<file path="config.mk">
export PLATFORM = sky130hd
export DESIGN_NAME = cpu_register_bank
export DESIGN_NICKNAME = d
export VERILOG_FILES = /design/src/rtl/cpu_reg_pkg.sv /design/src/rtl/cpu_stack_ptr.sv /design/src/rtl/cpu_register_bank.sv
export SDC_FILE = /design/constraint.sdc
export NUM_CORES = 1
export LEC_CHECK = 0
export ABC_AREA = 1
export CAP_MARGIN = 0
export CORE_MARGIN = 5
export CORE_UTILIZATION = 45
export CTS_CLUSTER_DIAMETER = 60
export CTS_CLUSTER_SIZE = 25
export DETAILED_ROUTE_END_ITERATION = 8
export PLACE_DENSITY_LB_ADDON = 0.25
export SYNTH_ARGS = -nofsm -noshare
export SYNTH_HDL_FRONTEND = slang
export SYNTH_SLANG_ARGS = --single-unit
</file>
<file path="constraint.sdc">
create_clock -name clk -period 2.52 [get_ports clk]
set_input_delay 0.378 -clock clk [delete_from_list [all_inputs] [get_ports clk]]
set_output_delay 0.378 -clock clk [all_outputs]
set_load 0.01 [all_outputs]
</file>
<file path="src/rtl/cpu_reg_pkg.sv">
// Shared constants for the softcore register bank: reset defaults, stack page, PS flag bit positions.
package cpu_reg_pkg;

   localparam logic [15:0] DEF_PC_RESET    = 16'h1000;
   localparam logic [7:0]  DEF_SP_RESET    = 8'hFF;
   localparam logic [7:0]  DEF_PS_RESET    = 8'h34;
   localparam logic [7:0]  DEF_PS_ONE_MASK = 8'h20;
   localparam logic [7:0]  DEF_STACK_PAGE  = 8'h01;

   typedef enum logic [2:0] {
      PS_C = 3'd0,
      PS_Z = 3'd1,
      PS_I = 3'd2,
      PS_D = 3'd3,
      PS_B = 3'd4,
      PS_U = 3'd5,
      PS_V = 3'd6,
      PS_N = 3'd7
   } ps_bit_e;

endpackage

</file>
<file path="src/rtl/cpu_stack_ptr.sv">
// Stack pointer: direct load has priority over push/pop; sp_wrap pulses for one cycle when push/pop wraps.
module cpu_stack_ptr
   import cpu_reg_pkg::*;
#(
   parameter int unsigned          DATA_W   = 8,
   parameter logic [DATA_W-1:0]    SP_RESET = DEF_SP_RESET
) (
   input  logic              clk_i,
   input  logic              rst_i,
   input  logic              we_sp_i,
   input  logic              push_i,
   input  logic              pop_i,
   input  logic [DATA_W-1:0] data_i,
   output logic [DATA_W-1:0] sp_o,
   output logic              wrap_o
);

   logic [DATA_W-1:0] sp_q, sp_d;
   logic              wrap_q, wrap_d;

   always_comb begin
      sp_d   = sp_q;
      wrap_d = 1'b0;
      if (we_sp_i) begin
         sp_d = data_i;
      end else if (push_i && !pop_i) begin
         sp_d   = sp_q - 1'b1;
         wrap_d = (sp_q == '0);
      end else if (pop_i && !push_i) begin
         sp_d   = sp_q + 1'b1;
         wrap_d = (sp_q == '1);
      end
   end

   always_ff @(posedge clk_i or posedge rst_i) begin
      if (rst_i) begin
         sp_q   <= SP_RESET;
         wrap_q <= 1'b0;
      end else begin
         sp_q   <= sp_d;
         wrap_q <= wrap_d;
      end
   end

   assign sp_o   = sp_q;
   assign wrap_o = wrap_q;

endmodule

</file>
<file path="src/rtl/cpu_register_bank.sv">
// Architectural register bank (A, X, Y, SP, PC, PS) with PC stepping, byte PC loads and masked flag writes.
// Optional context shadow registers are enabled with `define CPU_REG_SHADOW_EN.
module cpu_register_bank
   import cpu_reg_pkg::*;
#(
   parameter int unsigned          DATA_W      = 8,
   parameter int unsigned          ADDR_W      = 16,
   parameter logic [ADDR_W-1:0]    PC_RESET    = DEF_PC_RESET,
   parameter logic [DATA_W-1:0]    SP_RESET    = DEF_SP_RESET,
   parameter logic [DATA_W-1:0]    PS_RESET    = DEF_PS_RESET,
   parameter logic [DATA_W-1:0]    PS_ONE_MASK = DEF_PS_ONE_MASK,
   parameter logic [DATA_W-1:0]    STACK_PAGE  = DEF_STACK_PAGE
) (
   input  logic              clk,
   input  logic              reset,
`ifdef CPU_REG_SHADOW_EN
   input  logic              ctx_save,
   input  logic              ctx_restore,
`endif
   input  logic              we_a,
   input  logic              we_x,
   input  logic              we_y,
   input  logic              we_sp,
   input  logic              sp_push,
   input  logic              sp_pop,
   input  logic              we_pc,
   input  logic              we_pcl,
   input  logic              we_pch,
   input  logic              pc_inc,
   input  logic [1:0]        pc_step,
   input  logic              we_ps,
   input  logic [DATA_W-1:0] flag_mask,
   input  logic [DATA_W-1:0] data_in,
   input  logic [DATA_W-1:0] flags_in,
   input  logic [ADDR_W-1:0] pc_in,
   output logic [DATA_W-1:0] A,
   output logic [DATA_W-1:0] X,
   output logic [DATA_W-1:0] Y,
   output logic [DATA_W-1:0] SP,
   output logic [DATA_W-1:0] PS,
   output logic [ADDR_W-1:0] PC,
   output logic [ADDR_W-1:0] stack_addr,
   output logic              sp_wrap
);

   logic [DATA_W-1:0] a_q, a_d, x_q, x_d, y_q, y_d, ps_q, ps_d;
   logic [DATA_W-1:0] ld_a, ld_x, ld_y, ld_ps;
   logic [ADDR_W-1:0] pc_q, pc_d;
   logic [DATA_W-1:0] sp;

   cpu_stack_ptr #(
      .DATA_W   (DATA_W),
      .SP_RESET (SP_RESET)
   ) u_stack_ptr (
      .clk_i   (clk),
      .rst_i   (reset),
      .we_sp_i (we_sp),
      .push_i  (sp_push),
      .pop_i   (sp_pop),
      .data_i  (data_in),
      .sp_o    (sp),
      .wrap_o  (sp_wrap)
   );

   always_comb begin
      ld_a  = we_a ? data_in : a_q;
      ld_x  = we_x ? data_in : x_q;
      ld_y  = we_y ? data_in : y_q;
      ld_ps = ps_q;
      if (we_ps) begin
         ld_ps = (ps_q & ~flag_mask) | (flags_in & flag_mask) | PS_ONE_MASK;
      end
   end

`ifdef CPU_REG_SHADOW_EN
   logic [DATA_W-1:0] sh_a_q, sh_x_q, sh_y_q, sh_ps_q;

   // Shadows always sample the pre-edge state, so save+restore swaps cleanly.
   always_ff @(posedge clk or posedge reset) begin
      if (reset) begin
         sh_a_q  <= '0;
         sh_x_q  <= '0;
         sh_y_q  <= '0;
         sh_ps_q <= PS_RESET;
      end else if (ctx_save) begin
         sh_a_q  <= a_q;
         sh_x_q  <= x_q;
         sh_y_q  <= y_q;
         sh_ps_q <= ps_q;
      end
   end

   assign a_d  = ctx_restore ? sh_a_q : ld_a;
   assign x_d  = ctx_restore ? sh_x_q : ld_x;
   assign y_d  = ctx_restore ? sh_y_q : ld_y;
   assign ps_d = ctx_restore ? (sh_ps_q | PS_ONE_MASK) : ld_ps;
`else
   assign a_d  = ld_a;
   assign x_d  = ld_x;
   assign y_d  = ld_y;
   assign ps_d = ld_ps;
`endif

   always_comb begin
      pc_d = pc_q;
      if (we_pc) begin
         pc_d = pc_in;
      end else if (we_pcl || we_pch) begin
         if (we_pcl) pc_d[DATA_W-1:0]      = data_in;
         if (we_pch) pc_d[ADDR_W-1:DATA_W] = data_in;
      end else if (pc_inc) begin
         pc_d = pc_q + ADDR_W'(pc_step);
      end
   end

   always_ff @(posedge clk or posedge reset) begin
      if (reset) begin
         a_q  <= '0;
         x_q  <= '0;
         y_q  <= '0;
         ps_q <= PS_RESET | PS_ONE_MASK;
         pc_q <= PC_RESET;
      end else begin
         a_q  <= a_d;
         x_q  <= x_d;
         y_q  <= y_d;
         ps_q <= ps_d;
         pc_q <= pc_d;
      end
   end

   assign A          = a_q;
   assign X          = x_q;
   assign Y          = y_q;
   assign SP         = sp;
   assign PS         = ps_q;
   assign PC         = pc_q;
   assign stack_addr = {STACK_PAGE, sp};

endmodule
</file>
# Yosys cells after proc, flatten, opt, wreduce, memory -nomap -nowiden

Cells that the tools add are included.

Add/subtract/negate cells: 3
Equal/unequal tests: 3
Muxes and demuxes: 11
Bitwise logic cells: 4
Reduce and logical (&&, ||, !) cells: 10

Operators with widths:

| cell                | number |
|---|---|
| $mux 16             | 3 |
| $mux 8              | 5 |
| $add 16x2->16       | 1 |
| $and 8x8->8         | 2 |
| $add 8x1->8 const B | 1 |
| $eq 8x8->1 const B  | 1 |
| $logic_not 8->1     | 1 |
| $not 8->8           | 1 |
| $or 8x8->8          | 1 |
| $sub 8x1->8 const B | 1 |
| $ne 3x3->1 const B  | 2 |
| $reduce_bool 3->1   | 2 |
| $reduce_and 2->1    | 2 |
| $mux 1              | 3 |
| $logic_and 1x1->1   | 2 |
| $logic_not 1->1     | 2 |
| $logic_or 1x1->1    | 1 |

Register bits: 56
Bits of input ports: 55
Output and inout bits: 73
Logic and storage cells: 39

# Depth between registers and ports, before layout

Gate-level depths: netlist (run 1).

Depth after elaboration: 5
Gate-level depth with buffers: 17
Depth with buffers taken out: 16

# Hierarchy

From an unflattened synthesis (run 1), not the netlist that was laid out.

Cells, all modules: 496
Area total of the unflattened synthesis: 3560.9 µm²

Modules (own cells, without submodules):

| module            | times used | cells an instance | area each (µm²) | sequential area each (µm²) |
|---|---|---|---|---|
| cpu_register_bank | 1          | 353               | 2660.1          | 1179.9 |
| cpu_stack_ptr     | 1          | 143               | 900.9           | 235.2 |

# Worst setup path before layout (run 1)

Ideal clock, no wire load.

Path kind: flip-flop to flip-flop
From: reg pc_q[0] (netlist: PC[0])
To: reg pc_q[10] (netlist: PC[10])
Setup time: 0.116 ns
Arrival time: 1.751 ns
Required time: 2.404 ns
Path slack: 0.652 ns
Cell stages (with the launch flop): 14
Buffers on the path: 0
Clock period less this slack: 1.868 ns
Cell sequence: dfrtp_1 ha_1 inv_1 fa_1 nor2_1 nand2_2 nor2_4 nand3_1 nand2_1 nand2_1 nand2_1 nand2_1 nand2_1 nand2_1

Longest elaborated chain between the ends: 4

Ends and longest elaborated chain:

| element                | line                     | RTL |
|---|---|---|
| start, declared        | cpu_register_bank.sv:48  | `logic [ADDR_W-1:0] pc_q, pc_d;` |
| start signal, assigned | cpu_register_bank.sv:128 | `pc_q <= pc_d;` |
| $add 16x2->16          | cpu_register_bank.sv:112 | `pc_d = pc_q + ADDR_W'(pc_step);` |
| $mux 16                | cpu_register_bank.sv:111 | `end else if (pc_inc) begin` |
| $mux 16                | cpu_register_bank.sv:108 | `end else if (we_pcl \|\| we_pch) begin` |
| $mux 16                | cpu_register_bank.sv:106 | `if (we_pc) begin` |

No other way between the ends. The select of a mux whose other input is x is not followed.
A chain may end at the register's enable or synchronous reset.

# Worst setup path in the final report (run 1)

From: in pc_step[0]
To: reg pc_q[10] (netlist: PC[10])

Longest elaborated chain between the ends: 4

Ends and longest elaborated chain:

| element         | line                     | RTL |
|---|---|---|
| start, declared | cpu_register_bank.sv:30  | `input logic [1:0] pc_step,` |
| $add 16x2->16   | cpu_register_bank.sv:112 |  |
| $mux 16         | cpu_register_bank.sv:111 |  |
| $mux 16         | cpu_register_bank.sv:108 |  |
| $mux 16         | cpu_register_bank.sv:106 |  |

No other way between the ends. The select of a mux whose other input is x is not followed.

==> results of run 1 <==
## area by class of cell
| type | instances | area, µm² |
|---|---|---|
| clock buffer | 6 | 72.57 |
| clock inverter | 2 | 16.27 |
| fill | 705 | 2884 |
| inverter | 65 | 246.5 |
| multi-input combinational | 317 | 1627 |
| sequential | 56 | 1415 |
| tap | 102 | 127.6 |
| timing repair buffer | 122 | 1219 |
## worst max-delay path: stages
cell	delay (ps)
clkdlybuf4s50_1	460
ha_1	180
inv_1	60
fa_1	370
nor2_1	170
nand2_2	100
nor2_4	180
nand3_1	100
nand2_1	70
nand2_1	50
nand2_1	50
nand2_1	40
nand2_1	50
nand2_1	40
## layer usage
metal / up-vias / wire length, µm / global-route usage (%) / part of all wire, %
li1: 1668 / - / - / -
met1: 1575 / 3928 / 24.13 / 40
met2: 94 / 5110 / 37.07 / 53
met3: 16 / 488 / 3.214 / 5.0
met4: 0 / 199 / 6.070 / 2.0
met5: - / 0 / 0 / 0
## where the power goes
part / switching, mW / leakage (nW) / internal (mW) / total (mW)
registers: 0.110 / 0.630 / 1.03 / 1.14
logic: 0.465 / 1.50 / 0.457 / 0.922
clock network: 0.295 / 0.0414 / 0.199 / 0.494
## cell families after synthesis
group / share of synthesized area (%)
compound gates: 15.07
simple gates: 26.46
flops: 40.77
xor+xnor: 0.7572
fa+ha+maj: 1.658
mux: 1.947
buf+inv: 13.12
other cells: 0.2164
## stage by stage
stage	cell area [µm²]	hold WS (ps)	total power, mW
3_5_place_dp	4634	484.2	2.081
2_1_floorplan	3497	448.0	1.645
3_3_place_gp	4634	476.0	2.052
5_1_grt	4723	416.6	2.719
6_report	4723	391.8	2.554
4_1_cts	4723	398.2	2.583
## worst max path at each step
| stage | start | cells past startpoint | slack (ps) | end |
|---|---|---|---|---|
| detailed placement | pc_step[0] | 14 | 100 | PC[10]$_DFFE_PP0P_ |
| CTS | pc_step[0] | 14 | 450 | PC[10]$_DFFE_PP0P_ |
| floorplan | PC[0]$_DFFE_PP0P_ | 13 | 650 | PC[10]$_DFFE_PP0P_ |
| global route | pc_step[0] | 12 | 320 | PC[8]$_DFFE_PP0P_ |
| finish | pc_step[0] | 14 | 430 | PC[10]$_DFFE_PP0P_ |
| global placement | pc_step[0] | 14 | 130 | PC[10]$_DFFE_PP0P_ |
## cell usage in the layout, fill, tap and decap left out, drive strengths merged
cell type	netlist	routed
clkbuf	8	6
nor3	1	1
o22ai	2	2
a31oi	9	9
nor4	3	3
nor2	51	51
o21ai	31	31
xor2	1	1
clkinv	1	2
o21a	1	1
clkinvlp	0	1
ha	3	3
a22oi	1	1
buf	24	6
inv	64	64
conb	2	9
dfrtp	45	45
nand4	2	2
nand2	113	113
dfstp	11	11
fa	1	1
mux2	6	6
o211ai	5	5
nand3	32	32
a21boi	2	2
clkdlybuf4s50	0	116
xnor2	2	2
o21bai	2	2
a21oi	40	40
==> metrics, run 1 <==
die area=9570 µm²; final worst slack=432.3 ps; largest net degree at the start of global routing=37; number of flops mapped to enable cells by yosys=0; Min Clock Period, post-route=2088 ps; Hold Vio Cnt, Final=0; WL per Instance=14.52 µm; clk_skew=8.370 ps; crit share post-route=82.84%; DRT iter0 DRCs=161; share of cells above drive strength 1=10.39%; port bufs=116; Post-synth top flop=dfrtp_1; RSZ-0062 raised after global routing=false; final WL=9727 µm; Via density=5.004; worst path arrival time=2300 ps; pre-CTS setup slack=104.2 ps; Post-synth ARST share=100.0%; Finished Layout Cells=670; Max-Cap Viols=0; # setup viols final=0; worst r2r src=PC[0]$_DFFE_PP0P_; R2R setup slack=570 ps; Commonest cells post-synth=102 x nand2_1, 60 x inv_1, 46 x nor2_1; Max-slew headroom=64.91%; yosys warns=0; Worst-path clk slew=100 ps; antenna cells=0; worst-margin pin slew=524.6 ps; Pre-Repair DR Iteration Count=5; critical path endpoint category=flip-flop; nature of the critical path startpoint=input pin; vias in the first global route=3295; Initial Util=45.63%; #FFs+latches synth=56; Cell variety after synth=42; Layout area overhead=36.09%; via count=3353; post-synth top area cell=dfrtp_1; worst hold path type=in -> async; final core occ=62.09%; CP required=2730 ps; initial antenna violation count=0; ANT nets after route=0; clk root buf=clkbuf_8; register area share after synthesis=40.77%; I/O Pins=128; CTS buffer count=5; hold buffers post-CTS=0; global route overflow=0; Post-Syn Instances=463; CP max FO=8; Clock Tree Buf Depth=2; CTS tree=built; Slew Limit Fails=0; total track usage=20.19%; status=finished clean; RD Place Congestion=0.9125; Post-CTS Resized=0; path depth of the worst reg2reg path=13; H-Tree Depth=2; Post-Place Cells=662; clk sinks=56; Leak=2.169 nW; Max Fclk=479.0 MHz; most frequent cell after synthesis=nand2_1; die width=97.83 µm; Post-CTS Setup Bufs=0; DRC viols=0; Pwr per Cell Area=540.6 nW/µm²; WS Path Type=in -> reg; die height=97.83 µm; number of cell rows=32; first-pass GRT wire length=15920 µm; HPWL after DPL=7701 µm; top area cells in the synthesized netlist=dfrtp_1 32%, nand2_1 11%, dfstp_2 8.3%, inv_1 6.5%, a21oi_1 5.6%; Post-Syn Area=3471 µm²; post-synth top area share=32.44%; worst r2r dst=PC[10]$_DFFE_PP0P_; core area=7607 µm²; syn avg cell area=7.496 µm²; VDD IR max=0.0002497 V; Final nets=626; aggregate negative setup slack=0 ps; worst skew pair latency=310 ps
No activity file was read; power rests on OpenSTA's default activity.
==> run 2, diff against run 1 <==
- clock period: 2.52 -> 2.2 ns (I/O delays scaled with it)
==> metrics, run 2 (synthesized netlist as in run 1, its figures left out) <==
status=finished clean; core area=7607 µm²; placed cell areas=4710 µm²; clk root buf=clkbuf_8; HPWL after DPL=7714 µm; number of cell rows=32; first-pass GRT wire length=16060 µm; final worst slack=162.6 ps; vias in the first global route=3387; Initial Util=45.63%; critical path endpoint category=flip-flop; RSZ-0062 raised after global routing=false; Leak=2.224 nW; H-Tree Depth=2; most frequent cells in the layout=116 x clkdlybuf4s50_1, 102 x nand2_1, 59 x inv_1, 45 x dfrtp_1, 45 x nor2_1; via count=3386; Max-Cap Viols=0; die width=97.83 µm; Post-CTS Setup Bufs=0; ANT nets after route=0; pre-CTS setup slack=-204.0 ps; # setup viols final=0; die area=9570 µm²; RD Place Congestion=0.9110; worst r2r src=PC[0]$_DFFE_PP0P_; Post-CTS Resized=0; WS Path Type=in -> reg; VDD IR max=0.0003501 V; Worst setup endpoint=PC[6]$_DFFE_PP0P_; Max Fclk=490.8 MHz; Hold Vio Cnt, Final=0; Layout area overhead=38.39%; Pre-Repair DR Iteration Count=4; Slew Limit Fails=0; DRC viols=0; I/O Pins=128; CP max FO=8; Hold Slack=372.8 ps; Worst-path clk slew=110 ps; Via density=4.979; DRT iter0 DRCs=134; die height=97.83 µm; PnR Total Power=2.964 mW; worst hold path type=in -> async; Min Clock Period, post-route=2037 ps; total track usage=20.32%; hold buffers post-CTS=0; worst skew pair latency=310 ps; clk_skew=7.090 ps; worst path arrival time=2250 ps; WL per Instance=14.26 µm; R2R setup slack=240 ps; Pwr per Cell Area=617.0 nW/µm²; crit share post-route=92.61%; nature of the critical path startpoint=input pin; share of cells above drive strength 1=12.28%; final WL=9695 µm; path depth of the worst reg2reg path=11; initial antenna violation count=0; worst r2r dst=PC[6]$_DFFE_PP0P_; CP required=2410 ps; clk sinks=56; final instance area=4803 µm²; Clock Tree Buf Depth=2; port bufs=116; critical path startpoint=pc_step[0]; CTS buffer count=5; global route overflow=0; Final nets=636; antenna cells=0; commonest non-fill, non-tap cell in the layout=clkdlybuf4s50_1; largest net degree at the start of global routing=57; CTS tree=built
## run 2: final cells by class
cell class	instances	area (µm²)
Multi-Input combinational cell	317	1629
Inverter	65	246.5
Timing Repair Buffer	132	1294
Fill cell	639	2804
Clock inverter	3	22.52
Sequential cell	56	1415
Clock buffer	5	68.82
Tap cell	102	127.6
## run 2: how the worst min path moves through the flow
stage               cells after the start  slack, ps                          to
floorplan                               1        400                   flip-flop
global placement                        2        480          PC[12]$_DFFE_PP1P_
detailed placement                      2        480          PC[12]$_DFFE_PP1P_
CTS                                     3        380  asynchronous set/reset pin
global route                            3        380          PC[13]$_DFFE_PP0P_
finish                                  3        370          PC[15]$_DFFE_PP0P_
## run 2: routing by layer
layer	GRT usage, %	part of all wire [%]	up-vias
li1	-	-	1683
met1	23.72	40	1575
met2	37.59	53	110
met3	3.714	5.4	18
met4	6.177	2.3	0
met5	0	0	-
## run 2: where the power goes
| part | internal, mW | total [mW] | switching [mW] |
|---|---|---|---|
| Combinational | 0.540 | 1.07 | 0.531 |
| Sequential | 1.18 | 1.30 | 0.126 |
| Clock | 0.229 | 0.590 | 0.361 |
| Total | 1.95 | 2.96 | 1.02 |
## run 2: metrics by stage
step           instances  util [%]  setup TNS [ps]
3_3_place_gp         672     61.91          -523.1
2_1_floorplan        470         -               0
6_report             680     63.14               0
4_1_cts              680     63.11               0
3_5_place_dp         672     61.91          -903.2
5_1_grt              680     63.14               0
## run 2: worst max-delay path: stages
cell	delay (ps)
clkdlybuf4s50_1	460
ha_1	170
inv_1	60
fa_1	400
nor2_2	140
nand2_2	90
nor2_4	200
o21ai_0	100
o21ai_0	90
nand2_1	60
o21ai_0	90
inv_1	60
==> run 3, diff against run 2 <==
- MAX_ROUTING_LAYER: unset -> met4
==> metrics, run 3 (synthesized netlist as in run 1, its figures left out) <==
Via density=4.912; Pwr per Cell Area=617.4 nW/µm²; commonest non-fill, non-tap cell in the layout=clkdlybuf4s50_1; CTS tree=built; Hold Vio Cnt, Final=0; clk sinks=56; critical path endpoint category=flip-flop; final WL=9655 µm; clk root buf=clkbuf_8; final core occ=63.14%; nature of the critical path startpoint=input pin; antenna cells=0; Hold Slack=303.6 ps; WP buf/inv=2; crit path max-delay cell type=clkdlybuf4s50_1; HPWL after DPL=7720 µm; Min Clock Period, post-route=1998 ps; Finished Layout Cells=680; CTS buffer count=5; # setup viols final=0; Pre-Repair DR Iteration Count=5; die area=9570 µm²; Leak=2.224 nW; Initial Util=45.63%; Layout area overhead=38.39%; Post-Place Cells=672; Clk network pwr share=19.9%; most used cell, CP=nand2_1; sequential cell fraction of total power=43.9%; worst path arrival time=2210 ps; worst hold path type=in -> async; ANT nets after route=0; CP max FO=8; Final nets=636; DRT iter0 DRCs=161; WL per Instance=14.20 µm; share of cells above drive strength 1=12.28%; Worst-path clk slew=110 ps; Max-Cap Viols=0; CP Cell Sequence=clkdlybuf4s50_1, ha_1, inv_1, fa_1, nor2_2, nand2_2, nor2_4, nand3_1, nand2_1, nand2_1, nand2_1, nand2_1, nand2_1, nand2_1; CP peak stage delay=460 ps; initial antenna violation count=0; Switching Fraction=34.41%; RD Place Congestion=0.9164; die width=97.83 µm; largest net degree at the start of global routing=41; Comb power frac=36.2%; WS Path Type=in -> reg; FF+latch area=1415 µm²; aggregate negative setup slack=0 ps; number of cell rows=32; VDD IR max=0.0003009 V; hold buffers post-CTS=0; CP required=2420 ps; cell family with most CP delay=simple AND/OR/NAND/NOR gates; global route overflow=0; vias in the first global route=3275; DRC viols=0; Clock Tree Buf Depth=2; clk_skew=3.136 ps; worst skew pair latency=310 ps; status=finished clean; first-pass GRT wire length=15790 µm; most frequent cells in the layout=116 x clkdlybuf4s50_1, 102 x nand2_1, 59 x inv_1, 45 x dfrtp_1, 45 x nor2_1; I/O Pins=128; Slew Limit Fails=0; RSZ-0062 raised after global routing=false; core area=7607 µm²; die height=97.83 µm; total track usage=20.71%; multi-input combinational cell area=1629 µm²; H-Tree Depth=2; crit share post-route=90.83%; Max Fclk=500.4 MHz; fillcell total=695; R2R setup slack=270 ps; Internal=1.945 mW; P_sw=1.021 mW; via count=3340; port bufs=116
[run 3: cell counts in the layout (fill, tap and decap cells not counted)]
No cell type changed its count.
[run 3: area by class of cell]
class	instances	area share [%]
inverters	65	5.132
multi-input cells	317	33.92
clock buffers	5	1.433
clock inverters	3	0.4689
repair buffers	132	26.93
flip-flops and latches	56	29.46
well taps	102	2.657
[run 3: repair_timing]
action,CTS,global route
gates resized for setup,0,1
setup buffers,0,0
setup endpoints to repair,0,2
[run 3: metrics by stage]
| stage | power, mW | setup WS (ps) | cell area [µm²] |
|---|---|---|---|
| 3_3_place_gp | 2.370 | -139.5 | 4710 |
| 4_1_cts | 2.995 | 164.2 | 4801 |
| 5_1_grt | 3.143 | 14.33 | 4803 |
| 3_5_place_dp | 2.397 | -166.4 | 4710 |
| 6_report | 2.966 | 201.7 | 4803 |
| 2_1_floorplan | 1.885 | 332.3 | 3497 |
[run 3: path summary, 6_finish.rpt]
path                                    start                         endpoint  cells after the start
hold / removal                          reset       asynchronous set/reset pin                      2
setup reg to reg            PC[0]$_DFFE_PP0P_               PC[10]$_DFFE_PP0P_                     13
hold reg to reg            PC[12]$_DFFE_PP1P_               PC[12]$_DFFE_PP1P_                      2
max in group asynchronous               reset  u_stack_ptr.sp_o[2]$_DFFE_PP1P_                      3
min in group clk           PC[12]$_DFFE_PP1P_               PC[12]$_DFFE_PP1P_                      2
setup / recovery                   pc_step[0]               PC[10]$_DFFE_PP0P_                     14
[run 3: per-layer routing]
metal	vias to the layer above	share of wire, %	global-route usage, %
li1	1686	-	-
met1	1543	40	23.76
met2	97	54	37.54
met3	14	4.5	3.286
met4	0	1.4	5.218
met5	-	0	-
[run 3: power by group through the flow]
stage	sequential [mW]	combinational (mW)	clock [mW]
2_1_floorplan	1.35	0.532	0
3_3_place_gp	1.31	1.06	0
3_5_place_dp	1.32	1.08	0
4_1_cts	1.30	1.08	0.611
5_1_grt	1.32	1.17	0.643
6_report	1.30	1.07	0.591
